--- src/rtl/freq_lock_monitor_pkg.sv ---
// Shared types for the frequency lock monitor: lock FSM encoding and
// gate-counter width helper.
package freq_lock_monitor_pkg;

    typedef enum logic [1:0] {
        ST_IDLE    = 2'd0,
        ST_ACQUIRE = 2'd1,
        ST_LOCKED  = 2'd2
    } state_e;

    function automatic int unsigned gate_cnt_w(input int unsigned cycles);
        return (cycles > 32'd1) ? $clog2(cycles) : 32'd1;
    endfunction

endpackage

--- src/rtl/sync_edge_detect.sv ---
// Multi-flop synchronizer for an asynchronous input followed by a one-cycle
// rising-edge pulse in the destination clock domain.
module sync_edge_detect #(
    parameter int unsigned SYNC_STAGES = 2
) (
    input  logic clk_i,
    input  logic rst_i,
    input  logic async_i,
    output logic edge_o
);

    logic [SYNC_STAGES-1:0] sync_q;
    logic                   dly_q;

    // Synchronizer chain plus one delay flop for edge detection
    always_ff @(posedge clk_i) begin
        if (rst_i) begin
            sync_q <= '0;
            dly_q  <= 1'b0;
        end else begin
            sync_q <= {sync_q[SYNC_STAGES-2:0], async_i};
            dly_q  <= sync_q[SYNC_STAGES-1];
        end
    end

    assign edge_o = sync_q[SYNC_STAGES-1] & ~dly_q;

endmodule

--- src/rtl/freq_lock_monitor.sv ---
// Gated edge counter with min/max band check and lock FSM for an asynchronous
// periodic signal. Optional count_min_o/count_max_o: FREQ_LOCK_MONITOR_STATS_EN.
module freq_lock_monitor
    import freq_lock_monitor_pkg::*;
#(
    parameter int unsigned GATE_CYCLES = 80000,
    parameter int unsigned CNT_W       = 16,
    parameter int unsigned SYNC_STAGES = 2,
    parameter int unsigned LOCK_COUNT  = 4
) (
    input  logic             clk_i,
    input  logic             rst_i,
    input  logic             enable_i,
    input  logic             sig_i,
    input  logic [CNT_W-1:0] min_count_i,
    input  logic [CNT_W-1:0] max_count_i,
    output logic [CNT_W-1:0] count_o,
    output logic             count_valid_o,
    output logic             in_range_o,
    output logic             locked_o,
    output logic             lost_o
`ifdef FREQ_LOCK_MONITOR_STATS_EN
    ,
    output logic [CNT_W-1:0] count_min_o,
    output logic [CNT_W-1:0] count_max_o
`endif
);

    localparam int unsigned GATE_W = gate_cnt_w(GATE_CYCLES);
    localparam int unsigned GOOD_W = $clog2(LOCK_COUNT + 1);

    localparam logic [GATE_W-1:0] GATE_LAST   = GATE_W'(GATE_CYCLES - 1);
    localparam logic [GATE_W-1:0] GATE_ONE    = GATE_W'(1);
    localparam logic [CNT_W-1:0]  CNT_MAX     = {CNT_W{1'b1}};
    localparam logic [CNT_W-1:0]  CNT_ONE     = CNT_W'(1);
    localparam logic [GOOD_W-1:0] GOOD_ONE    = GOOD_W'(1);
    localparam logic [GOOD_W-1:0] GOOD_TARGET = GOOD_W'(LOCK_COUNT);

    state_e              state_q, state_d;
    logic [GATE_W-1:0]   gate_q, gate_d;
    logic [CNT_W-1:0]    edge_cnt_q, edge_cnt_d;
    logic                ovf_q, ovf_d;
    logic [GOOD_W-1:0]   good_q, good_d;
    logic [CNT_W-1:0]    count_q, count_d;
    logic                count_valid_q, count_valid_d;
    logic                in_range_q, in_range_d;
    logic                locked_q, locked_d;
    logic                lost_q, lost_d;

    logic                edge_s;
    logic [CNT_W-1:0]    win_cnt_s;
    logic                win_ovf_s;
    logic                win_in_s;
    logic                terminal_s;

    sync_edge_detect #(
        .SYNC_STAGES (SYNC_STAGES)
    ) u_sync_edge (
        .clk_i   (clk_i),
        .rst_i   (rst_i),
        .async_i (sig_i),
        .edge_o  (edge_s)
    );

    // Window accounting, band check and lock FSM next-state
    always_comb begin
        state_d       = state_q;
        gate_d        = gate_q;
        edge_cnt_d    = edge_cnt_q;
        ovf_d         = ovf_q;
        good_d        = good_q;
        count_d       = count_q;
        in_range_d    = in_range_q;
        count_valid_d = 1'b0;
        lost_d        = 1'b0;

        // An edge on the terminal cycle still belongs to the closing window
        win_ovf_s  = ovf_q | (edge_s & (edge_cnt_q == CNT_MAX));
        if (edge_s && (edge_cnt_q != CNT_MAX)) begin
            win_cnt_s = edge_cnt_q + CNT_ONE;
        end else begin
            win_cnt_s = edge_cnt_q;
        end
        win_in_s   = !win_ovf_s && (min_count_i <= win_cnt_s) && (win_cnt_s <= max_count_i);
        terminal_s = (gate_q == GATE_LAST);

        case (state_q)
            ST_IDLE: begin
                gate_d     = '0;
                edge_cnt_d = '0;
                ovf_d      = 1'b0;
                good_d     = '0;
                if (enable_i) begin
                    state_d = ST_ACQUIRE;
                end else begin
                    state_d = ST_IDLE;
                end
            end
            ST_ACQUIRE, ST_LOCKED: begin
                if (!enable_i) begin
                    state_d    = ST_IDLE;
                    gate_d     = '0;
                    edge_cnt_d = '0;
                    ovf_d      = 1'b0;
                    good_d     = '0;
                end else if (terminal_s) begin
                    gate_d        = '0;
                    edge_cnt_d    = '0;
                    ovf_d         = 1'b0;
                    count_d       = win_cnt_s;
                    in_range_d    = win_in_s;
                    count_valid_d = 1'b1;
                    if (state_q == ST_ACQUIRE) begin
                        if (!win_in_s) begin
                            good_d = '0;
                        end else if ((good_q + GOOD_ONE) == GOOD_TARGET) begin
                            state_d = ST_LOCKED;
                            good_d  = '0;
                        end else begin
                            good_d = good_q + GOOD_ONE;
                        end
                    end else if (!win_in_s) begin
                        state_d = ST_ACQUIRE;
                        lost_d  = 1'b1;
                        good_d  = '0;
                    end else begin
                        state_d = ST_LOCKED;
                    end
                end else begin
                    gate_d     = gate_q + GATE_ONE;
                    edge_cnt_d = win_cnt_s;
                    ovf_d      = win_ovf_s;
                end
            end
            default: begin
                state_d    = ST_IDLE;
                gate_d     = '0;
                edge_cnt_d = '0;
                ovf_d      = 1'b0;
                good_d     = '0;
            end
        endcase

        locked_d = (state_d == ST_LOCKED);
    end

    // State and output registers
    always_ff @(posedge clk_i) begin
        if (rst_i) begin
            state_q       <= ST_IDLE;
            gate_q        <= '0;
            edge_cnt_q    <= '0;
            ovf_q         <= 1'b0;
            good_q        <= '0;
            count_q       <= '0;
            count_valid_q <= 1'b0;
            in_range_q    <= 1'b0;
            locked_q      <= 1'b0;
            lost_q        <= 1'b0;
        end else begin
            state_q       <= state_d;
            gate_q        <= gate_d;
            edge_cnt_q    <= edge_cnt_d;
            ovf_q         <= ovf_d;
            good_q        <= good_d;
            count_q       <= count_d;
            count_valid_q <= count_valid_d;
            in_range_q    <= in_range_d;
            locked_q      <= locked_d;
            lost_q        <= lost_d;
        end
    end

    assign count_o       = count_q;
    assign count_valid_o = count_valid_q;
    assign in_range_o    = in_range_q;
    assign locked_o      = locked_q;
    assign lost_o        = lost_q;

`ifdef FREQ_LOCK_MONITOR_STATS_EN
    logic [CNT_W-1:0] cmin_q, cmin_d;
    logic [CNT_W-1:0] cmax_q, cmax_d;

    // Extremes restart on every fresh acquisition out of IDLE
    always_comb begin
        cmin_d = cmin_q;
        cmax_d = cmax_q;
        if ((state_q == ST_IDLE) && (state_d == ST_ACQUIRE)) begin
            cmin_d = CNT_MAX;
            cmax_d = '0;
        end else if (count_valid_d) begin
            cmin_d = (count_d < cmin_q) ? count_d : cmin_q;
            cmax_d = (count_d > cmax_q) ? count_d : cmax_q;
        end else begin
            cmin_d = cmin_q;
            cmax_d = cmax_q;
        end
    end

    // Statistics registers
    always_ff @(posedge clk_i) begin
        if (rst_i) begin
            cmin_q <= CNT_MAX;
            cmax_q <= '0;
        end else begin
            cmin_q <= cmin_d;
            cmax_q <= cmax_d;
        end
    end

    assign count_min_o = cmin_q;
    assign count_max_o = cmax_q;
`else
    // Statistics disabled: no extreme-value tracking registers.
`endif

endmodule

--- config.mk ---
export PLATFORM = sky130hd
export DESIGN_NAME = freq_lock_monitor
export DESIGN_NICKNAME = d
export VERILOG_FILES = /design/src/rtl/freq_lock_monitor_pkg.sv /design/src/rtl/sync_edge_detect.sv /design/src/rtl/freq_lock_monitor.sv
export SDC_FILE = /design/constraint.sdc
export NUM_CORES = 1
export LEC_CHECK = 0
export ABC_AREA = 1
export BUFFER_PORTS_ARGS = -buffer_cell sky130_fd_sc_hd__buf_2
export CORE_ASPECT_RATIO = 0.6
export CORE_MARGIN = 4
export CORE_UTILIZATION = 30
export CTS_BUF_LIST = sky130_fd_sc_hd__clkbuf_8
export DETAILED_ROUTE_END_ITERATION = 6
export PLACE_DENSITY = 0.55
export RECOVER_POWER = 25
export SYNTH_ARGS = -nofsm -noshare
export SYNTH_HDL_FRONTEND = slang
export SYNTH_SLANG_ARGS = --single-unit
--- constraint.sdc ---
create_clock -name clk_i -period 4.25 [get_ports clk_i]
set_clock_uncertainty 0.1 [all_clocks]
set_input_delay 0.425 -clock clk_i [delete_from_list [all_inputs] [get_ports clk_i]]
set_output_delay 0.425 -clock clk_i [all_outputs]
set_load 0.02 [all_outputs]
### Yosys cells after proc, flatten, opt, wreduce, memory -nomap -nowiden

Cells that the tools add are included.

| operators by class | value |
|---|---|
| add/sub/neg operators | 3 |
| multipliers | 0 |
| divide/modulo/power cells | 0 |
| order comparisons | 2 |
| equality and inequality tests | 8 |
| shift operators | 0 |
| multiplexer cells | 15 |
| bitwise logic cells | 7 |
| reductions and logical operators | 11 |

Operator list:

| kind | count |
|---|---|
| $le 16x16->1 | 2 |
| $add 17x1->17 const B | 1 |
| $eq 17x17->1 const B | 1 |
| $add 16x1->16 const B | 1 |
| $eq 16x16->1 const B | 1 |
| $mux 16 | 1 |
| $ne 16x16->1 const B | 1 |
| $mux 2 | 6 |
| $mux 3 | 4 |
| $reduce_or 5->1 | 1 |
| $eq 2x2->1 const B | 2 |
| $not 1->1 | 4 |
| $pmux 2 s2 | 1 |
| $reduce_or 4->1 | 1 |
| $add 3x1->3 const B | 1 |
| $eq 3x3->1 const B | 1 |
| $logic_and 1x1->1 | 3 |
| $mux 1 | 3 |
| $reduce_and 3->1 | 1 |
| $reduce_or 3->1 | 1 |
| $and 1x1->1 | 2 |
| $eq 2x1->1 const B | 1 |
| $logic_not 2->1 | 1 |
| $ne 2x1->1 const B | 1 |
| other kinds (4) | 4 |

| storage, ports and cells | value |
|---|---|
| bits in registers | 62 |
| latch bits | 0 |
| RAM bits | 0 |
| ROM bits | 0 |
| bits of input ports | 36 |
| output and inout port bits | 20 |
| word-level logic and storage cells | 58 |
| memories | 0 |

### Logic depth before layout (Yosys ltp)

Gate-level depths: netlist of the first run.

| logic depth | value |
|---|---|
| depth in word-level cells | 13 |
| mapped depth | 29 |
| mapped depth without buffers | 29 |

### Modules after synthesis

A second synthesis of the first run with hierarchy kept.

| second synthesis, totals | value |
|---|---|
| cells, all modules | 468 |
| area, all modules | 3470.8 um^2 |

Modules (own cells, without submodules):

| module | times used | cells each | area each (um^2) | sequential area each (um^2) |
|---|---|---|---|---|
| freq_lock_monitor | 1 | 458 | 3384.5 | 1181.1 |
| sync_edge_detect | 1 | 10 | 86.3 | 60.1 |

### Worst setup path after synthesis of the first run

OpenSTA, ideal clock, no wires.

| timing path | value |
|---|---|
| kind | reg2reg |
| start point | register edge_cnt_q[0] |
| end point | register state_q[0] |
| library setup time | 0.109 ns |
| arrival time | 3.269 ns |
| required time | 4.041 ns |
| setup slack | 0.772 ns |
| stages on the path, launching flop included | 27 |
| cell sequence | dfxtp_1 ha_1 inv_1 nor2_4 nand2_2 o21ai_4 inv_1 nand3_1 nor2_1 nand4_1 xor2_1 inv_1 ha_1 nand4_1 nor4_1 nor3b_1 nand4_1 nand2_2 nand3_4 nor2_2 nor2_2 nand2_1 nand2_1 nand2_1 nand2_1 nand2_1 nor2_2 |

| between the ends | value |
|---|---|
| cells in the longest elaborated chain, start to end | 11 |

Ends and longest elaborated chain:

| what | line | RTL |
|---|---|---|
| start: declaration | freq_lock_monitor.sv:41 | `logic [CNT_W-1:0] edge_cnt_q, edge_cnt_d;` |
| start signal: assignment | freq_lock_monitor.sv:163 | `edge_cnt_q <= edge_cnt_d;` |
| branches (longest 2 deep; another with $add 16x1->16) | - |  |
| $mux 16 (*) | freq_lock_monitor.sv:79 | `if (edge_s && (edge_cnt_q != CNT_MAX)) begin` |
| named net win_cnt_s[14] | freq_lock_monitor.sv:51 | `logic [CNT_W-1:0] win_cnt_s;` |
| $le 16x16->1 | freq_lock_monitor.sv:84 | `win_in_s = !win_ovf_s && (min_count_i <= win_cnt_s) && (win_cnt_s <= max_count_i);` |
| $logic_and 1x1->1 | freq_lock_monitor.sv:84 |  |
| $logic_and 1x1->1 (*) | freq_lock_monitor.sv:84 |  |
| $mux 2 (on tied branches) | freq_lock_monitor.sv:122, freq_lock_monitor.sv:114 |  |
| $mux 2 (*) | freq_lock_monitor.sv:113 | `if (state_q == ST_ACQUIRE) begin` |
| $mux 2 (*) | freq_lock_monitor.sv:106 | `end else if (terminal_s) begin` |
| $mux 2 (*) | freq_lock_monitor.sv:100 | `if (!enable_i) begin` |
| $pmux 2 s2 (*) | freq_lock_monitor.sv:87 | `case (state_q)` |
| end signal: assignment | freq_lock_monitor.sv:161 | `state_q <= state_d;` |
| end: declaration | freq_lock_monitor.sv:39 | `state_e state_q, state_d;` |

Mark *: on every way through the listed nets, which the timed path passes.
A chain may end at the register's enable or synchronous reset.

### Worst setup path after layout of the first run

| timing path | value |
|---|---|
| start point | register edge_cnt_q[1] |
| end point | register state_q[0] |

The elaborated chain is that of the path after synthesis.

==> results of run 1 <==
==> flip-flops by register name, indices dropped and copies added, names as in the netlist <==
| name | flops |
|---|---|
| u_sync_edge.sync_q | 2 |
| lost_o | 1 |
| state_q | 2 |
| in_range_o | 1 |
| count_o | 16 |
| ovf_q | 1 |
| u_sync_edge.dly_q | 1 |
| edge_cnt_q | 16 |
| good_q | 3 |
| gate_q | 17 |
| count_valid_o | 1 |
| locked_o | 1 |
==> layout make-up <==
cell class / count / area [sq um] / area share [%]
multi-input cells: 309 / 1960 / 45.6
flip-flops and latches: 62 / 1240 / 28.8
inverters: 95 / 357 / 8.28
repair buffers: 68 / 350 / 8.13
well taps: 160 / 200 / 4.65
clock buffers: 14 / 193 / 4.47
==> repair_timing <==
action	in CTS	in global routing
buffers inserted	0	1
resized for setup	0	16
endpoints found under the setup margin	0	6
==> worst max-delay path: stages, from the launching register on <==
cell	delay, ns
dfxtp_1	0.37
ha_2	0.22
inv_1	0.07
nor2_4	0.13
nand2_2	0.08
o21ai_4	0.19
inv_2	0.09
nand3_1	0.13
nor2_2	0.07
nand4_1	0.11
xor2_2	0.17
inv_1	0.06
ha_1	0.29
nand4_1	0.19
nor4_4	0.34
nor3b_4	0.25
nand4_1	0.13
nand2_2	0.12
nand3_4	0.10
nor2_2	0.15
nor2_4	0.06
nand2_1	0.07
nand2_1	0.05
nand2_1	0.05
nand2_1	0.06
nand2_1	0.07
nor2_2	0.03
==> cell families (layout without fill, tap and decap cells) <==
kind of cell             count (synthesis)  after routing
AND/OR/NAND/NOR                        180            180
buffers and inverters                  102            177
AO/OA/AOI/OAI                           71             71
flip-flops                              62             62
adder cells (fa/ha/maj)                 37             37
XOR/XNOR                                21             21
==> routing by layer <==
metal / vias to the layer above / part of all wire [%] / global-route usage (%)
li1: 1650 / - / -
met3: 6 / 6.0 / 4.84
met2: 73 / 38 / 17.9
met4: 0 / 0.77 / 4.19
met1: 1426 / 55 / 20.6
met5: - / 0 / 0
==> power by group through the flow <==
stage	logic, mW	registers [mW]	clock network [mW]
global route	0.0885	0.584	0.545
global placement	0.0720	0.597	0
detailed placement	0.0747	0.597	0
floorplan	0.0424	0.597	0
finish	0.0768	0.585	0.497
CTS	0.0751	0.584	0.524
==> path summary, 6_finish.rpt <==
| check | depth (start not counted) | slack [ns] | endpoint | start |
|---|---|---|---|---|
| worst max-delay path | 26 | 0.39 | state_q[0] | edge_cnt_q[1] |
| worst min register to register | 2 | 0.32 | u_sync_edge.sync_q[1] | u_sync_edge.sync_q[0] |
| worst min-delay path | 3 | 0.20 | u_sync_edge.sync_q[0] | sig_i |
| worst max register to register | 26 | 0.39 | state_q[0] | edge_cnt_q[1] |
==> cells in the mapped netlist (all sizes together) <==
master / number / share of area, %
a211oi: 3 / 0.64
a21o: 1 / 0.21
a21oi: 34 / 4.8
a31oi: 3 / 0.53
and3: 1 / 0.18
buf: 1 / 0.11
clkbuf: 6 / 0.64
dfxtp: 62 / 35
ha: 37 / 13
inv: 95 / 10
nand2: 71 / 8.1
nand3: 23 / 4.1
nand4: 8 / 1.4
nor2: 59 / 6.9
nor3: 10 / 1.6
nor3b: 2 / 0.43
nor4: 5 / 0.89
o211ai: 6 / 1.3
o21a: 2 / 0.43
o21ai: 19 / 3.0
o21bai: 3 / 0.64
or2: 1 / 0.18
xnor2: 4 / 1.0
xor2: 17 / 4.2
==> metrics by stage <==
stage	std cells	utilization, %
4_1_cts	707	37.3
3_3_place_gp	693	35.7
5_1_grt	708	37.9
2_1_floorplan	473	-
6_report	708	37.9
3_5_place_dp	693	35.7
==> reports/metrics.cfg, run 1 <==
[synthesis]
muxShareOfSynthArea_pct = 0
ys_ff_latch = 62
synthesis.nets = 546
synth.avg_cell_area_sq_um = 7.43
yosys.area_share.simple_pct = 23.8
synthXorXnorAreaFrac_pct = 5.24
netlist_area_sq_mm = 0.00351
synth_compound_area_share_pct = 11.6
synth_top_family_by_area = simple AND/OR/NAND/NOR gates
synth_cell_type_count = 31
synth_fa_ha_area_share_pct = 13.2
yosysWarnings = 0
syn_inst = 473
synth_seq_area_share_pct = 35.3

[pwr]
clkPwrFrac_pct = 42.9
p_sw_share_pct = 22.3
p_sw_mw = 0.259
ir_drop_mv = 0.135
p_int_mw = 0.900
p_leak_nw = 2.01
total_power_mw = 1.16
combPwrFrac_pct = 6.6
seq_power_share_pct = 50.4
p_per_area_mw_per_mm2 = 269

[route]
antenna_left = 0
avgRoutedWirePerCell_um = 12.5
vias = 3155
drt_iter0_drc = 191
wirelength_um = 8820
firstDrtPassIters = 4
vias_per_cell = 4.46
drc = 0

[cts]
clock_path_buffers = 2
htreeDepth = 3
clk_pin_slew_ns = 0.06
cts_tree = yes
cts_buffers = 9
cts_root_buf = clkbuf_8
worstSkewPairLatency_ns = 0.34
clock-sinks = 62
holdBufCountCts = 0

[sta]
hold_violations = 0
fin_tns_setup_ns = 0
fmax_ghz = 0.259
slew_headroom_pct = 23.1
rsz0062_at_grt = false
fin_crit_ns = 3.86
whs_ns = 0.196
post-route-period-util_pct = 90.8
setup_ws_ns = 0.392
setup_viol = 0
worstMarginPinSlew_ns = 1.15
maxSlewViolCount = 0

[setup_path]
crit_required_ns = 4.37
path_class = reg2reg
cp-end-kind = flip-flop
worstPathArrival_ns = 3.98
crit_path_max_fanout = 6
cp-start-kind = flip-flop

[floorplanning]
dieArea_sq_mm = 0.0136
dieHeight_um = 91.8
core_sq_mm = 0.0114
die_w_um = 148
row_count = 30
initial_core_util_pct = 30.9
ios = 56

[layout]
area_growth_pct = 22.6
antenna_cells = 0
mostFrequentLayoutCells = 94 x inv_1, 64 x nand2_1, 61 x dfxtp_1, 52 x nor2_1, 37 x buf_2
drive_gt1_share_pct = 17.5
stdcell_area_sq_mm = 0.00431
nets = 618
final_common_cell = inv_1
fillers = 1217

[global_route]
gr-total-overflow = 0
track_usage_pct = 13.7
grt_pass1_wl_um = 14600
first_global_vias = 3023
grt_max_degree = 33
antenna_found_initial = 0

[placement]
pre_cts_slack_ns = 0.160
io_buffers = 55
dpl.hpwl_um = 7070
place_area_sq_mm = 0.00406
gp_congestion = 0.789

[run]
drv_cap = 0

[min_path]
hold_path.class = in2reg

[outcome]
status = finished, final reports clean

No activity file was read; power rests on OpenSTA's default activity.
==> inputs of run 2 (changes only) <==
Clock period 4.25 ns to 3.9 ns, I/O delays scaled along.
==> reports/metrics.cfg, run 2 (synthesized netlist as in run 1, its figures left out) <==
[cts]
htreeDepth = 3
clock-sinks = 62
worstSkewPairLatency_ns = 0.36
clock_path_buffers = 2
cts_tree = yes
cts_root_buf = clkbuf_8
clk_pin_slew_ns = 0.07
cts_buffers = 9

[route]
vias_per_cell = 4.44
antenna_left = 0
avgRoutedWirePerCell_um = 12.9
wirelength_um = 9410
drc = 0
drt_iter0_drc = 119
firstDrtPassIters = 5
vias = 3235

[floorplanning]
die_w_um = 148
ios = 56
core_sq_mm = 0.0114
dieHeight_um = 91.8
dieArea_sq_mm = 0.0136
initial_core_util_pct = 30.9
row_count = 30

[setup_path]
crit_path_max_fanout = 4
cp-start-kind = flip-flop
max_stage_delay_ns = 0.37
reg2reg_from = edge_cnt_q[6]
r2r-end = state_q[0]
rr_worst_depth = 23
cp-end-kind = flip-flop
ff2ff_setup_slack_ns = 0.11
path_class = reg2reg
crit_required_ns = 4.05
crit_chain = nand2_4, nor2_4, nand4_1, nor3_2, nand3_2, nor2_2, xnor2_1, inv_1, ha_4, nand4_1, nor4_4, nor3b_4, nand4_1, nand2_4, nand3_4, nor2_4, nor2_4, nand2_1, nand2_1, nand2_1, nand2_2, nand2_2, nor2_2
worstPathArrival_ns = 3.94
cp_slowest_cell = dfxtp_4

[sta]
slew_headroom_pct = 48.4
whs_ns = 0.143
maxSlewViolCount = 0
setup_viol = 0
rsz0062_at_grt = true
fmax_ghz = 0.264
worstMarginPinSlew_ns = 0.772
post-route-period-util_pct = 97.1
fin_crit_ns = 3.79
hold_violations = 0

[min_path]
hold_path.class = in2reg
hold_path_end = u_sync_edge.sync_q[0]
hold_start = sig_i
worstHoldPathCells = 3

[layout]
antenna_cells = 0
final_core_util_pct = 41.5
mostFrequentLayoutCells = 90 x inv_1, 56 x nand2_1, 51 x dfxtp_1, 50 x nor2_1, 39 x buf_2
largest-register = gate_q
nets = 637
drive_gt1_share_pct = 27.1
area_growth_pct = 34.2
largest_reg_flops = 17
final_common_cell = inv_1

[global_route]
antenna_found_initial = 0
grt_pass1_wl_um = 14600
first_global_vias = 3017
grt_max_degree = 20
gr-total-overflow = 0
track_usage_pct = 13.7

[placement]
io_buffers = 55
dpl.hpwl_um = 7280
gp_congestion = 0.824

[outcome]
status = finished, final reports clean

[pwr]
p_leak_nw = 2.19
ir_drop_mv = 0.145
p_per_area_mw_per_mm2 = 307

[run]
drv_cap = 0

==> run 2: worst max-delay path by stage <==
stage	to	depth (start not counted)	start	slack, ns
after global placement	state_q[0]	26	edge_cnt_q[0]	0.06
after detailed placement	state_q[0]	26	edge_cnt_q[0]	-0.14
final	state_q[0]	23	edge_cnt_q[6]	0.11
after global routing	locked_o	22	edge_cnt_q[6]	-0.20
after CTS	state_q[0]	29	edge_cnt_q[0]	0.009
after floorplan	state_q[0]	26	edge_cnt_q[0]	0.42
==> run 2: layout make-up <==
class | count | area [sq um]
fill | 1158 | 6660
timing repair buffer | 87 | 507
inverter | 95 | 357
tap | 160 | 200
multi-input combinational | 309 | 2130
clock inverter | 5 | 105
clock buffer | 11 | 151
sequential | 62 | 1260
==> run 2: per-layer routing <==
metal,vias up,global-route usage [%],part of all wire [%]
met2,73,18.4,40
met5,-,0,0
li1,1690,-,-
met4,0,3.49,0.74
met3,4,4.54,6.4
met1,1468,20.5,52
==> run 2: repair_timing <==
action | in CTS | in global routing
endpoints found under the setup margin | 6 | 6
setup buffers | 0 | 15
pin swaps | 0 | 36
gates resized for setup | 2 | 67
hold buffers | 0 | 0
==> run 2: report_power, final <==
group          switching [mW]  internal, mW
sequential            0.00158         0.632
combinational          0.0551        0.0404
clock                   0.259         0.459
total                   0.315          1.13
==> run 2: critical path, delay by kind of cell (launching register included) <==
family / cells / cell delay [ns]
XOR/XNOR: 1 / 0.15
AND/OR/NAND/NOR: 20 / 2.66
flip-flops: 1 / 0.37
adder cells (fa/ha/maj): 1 / 0.28
buffers and inverters: 1 / 0.11
==> run 2: metrics by stage <==
step	setup TNS [ns]	std cells	setup slack [ns]	total power, mW	instance area, sq um
floorplan	0	473	0.422	0.697	3510
global placement	0	699	0.0577	0.730	4100
detailed placement	-0.438	699	-0.136	0.733	4100
CTS	0	715	0.00857	1.46	4370
global route	-0.778	729	-0.201	1.51	4720
finish	0	729	0.112	1.45	4720
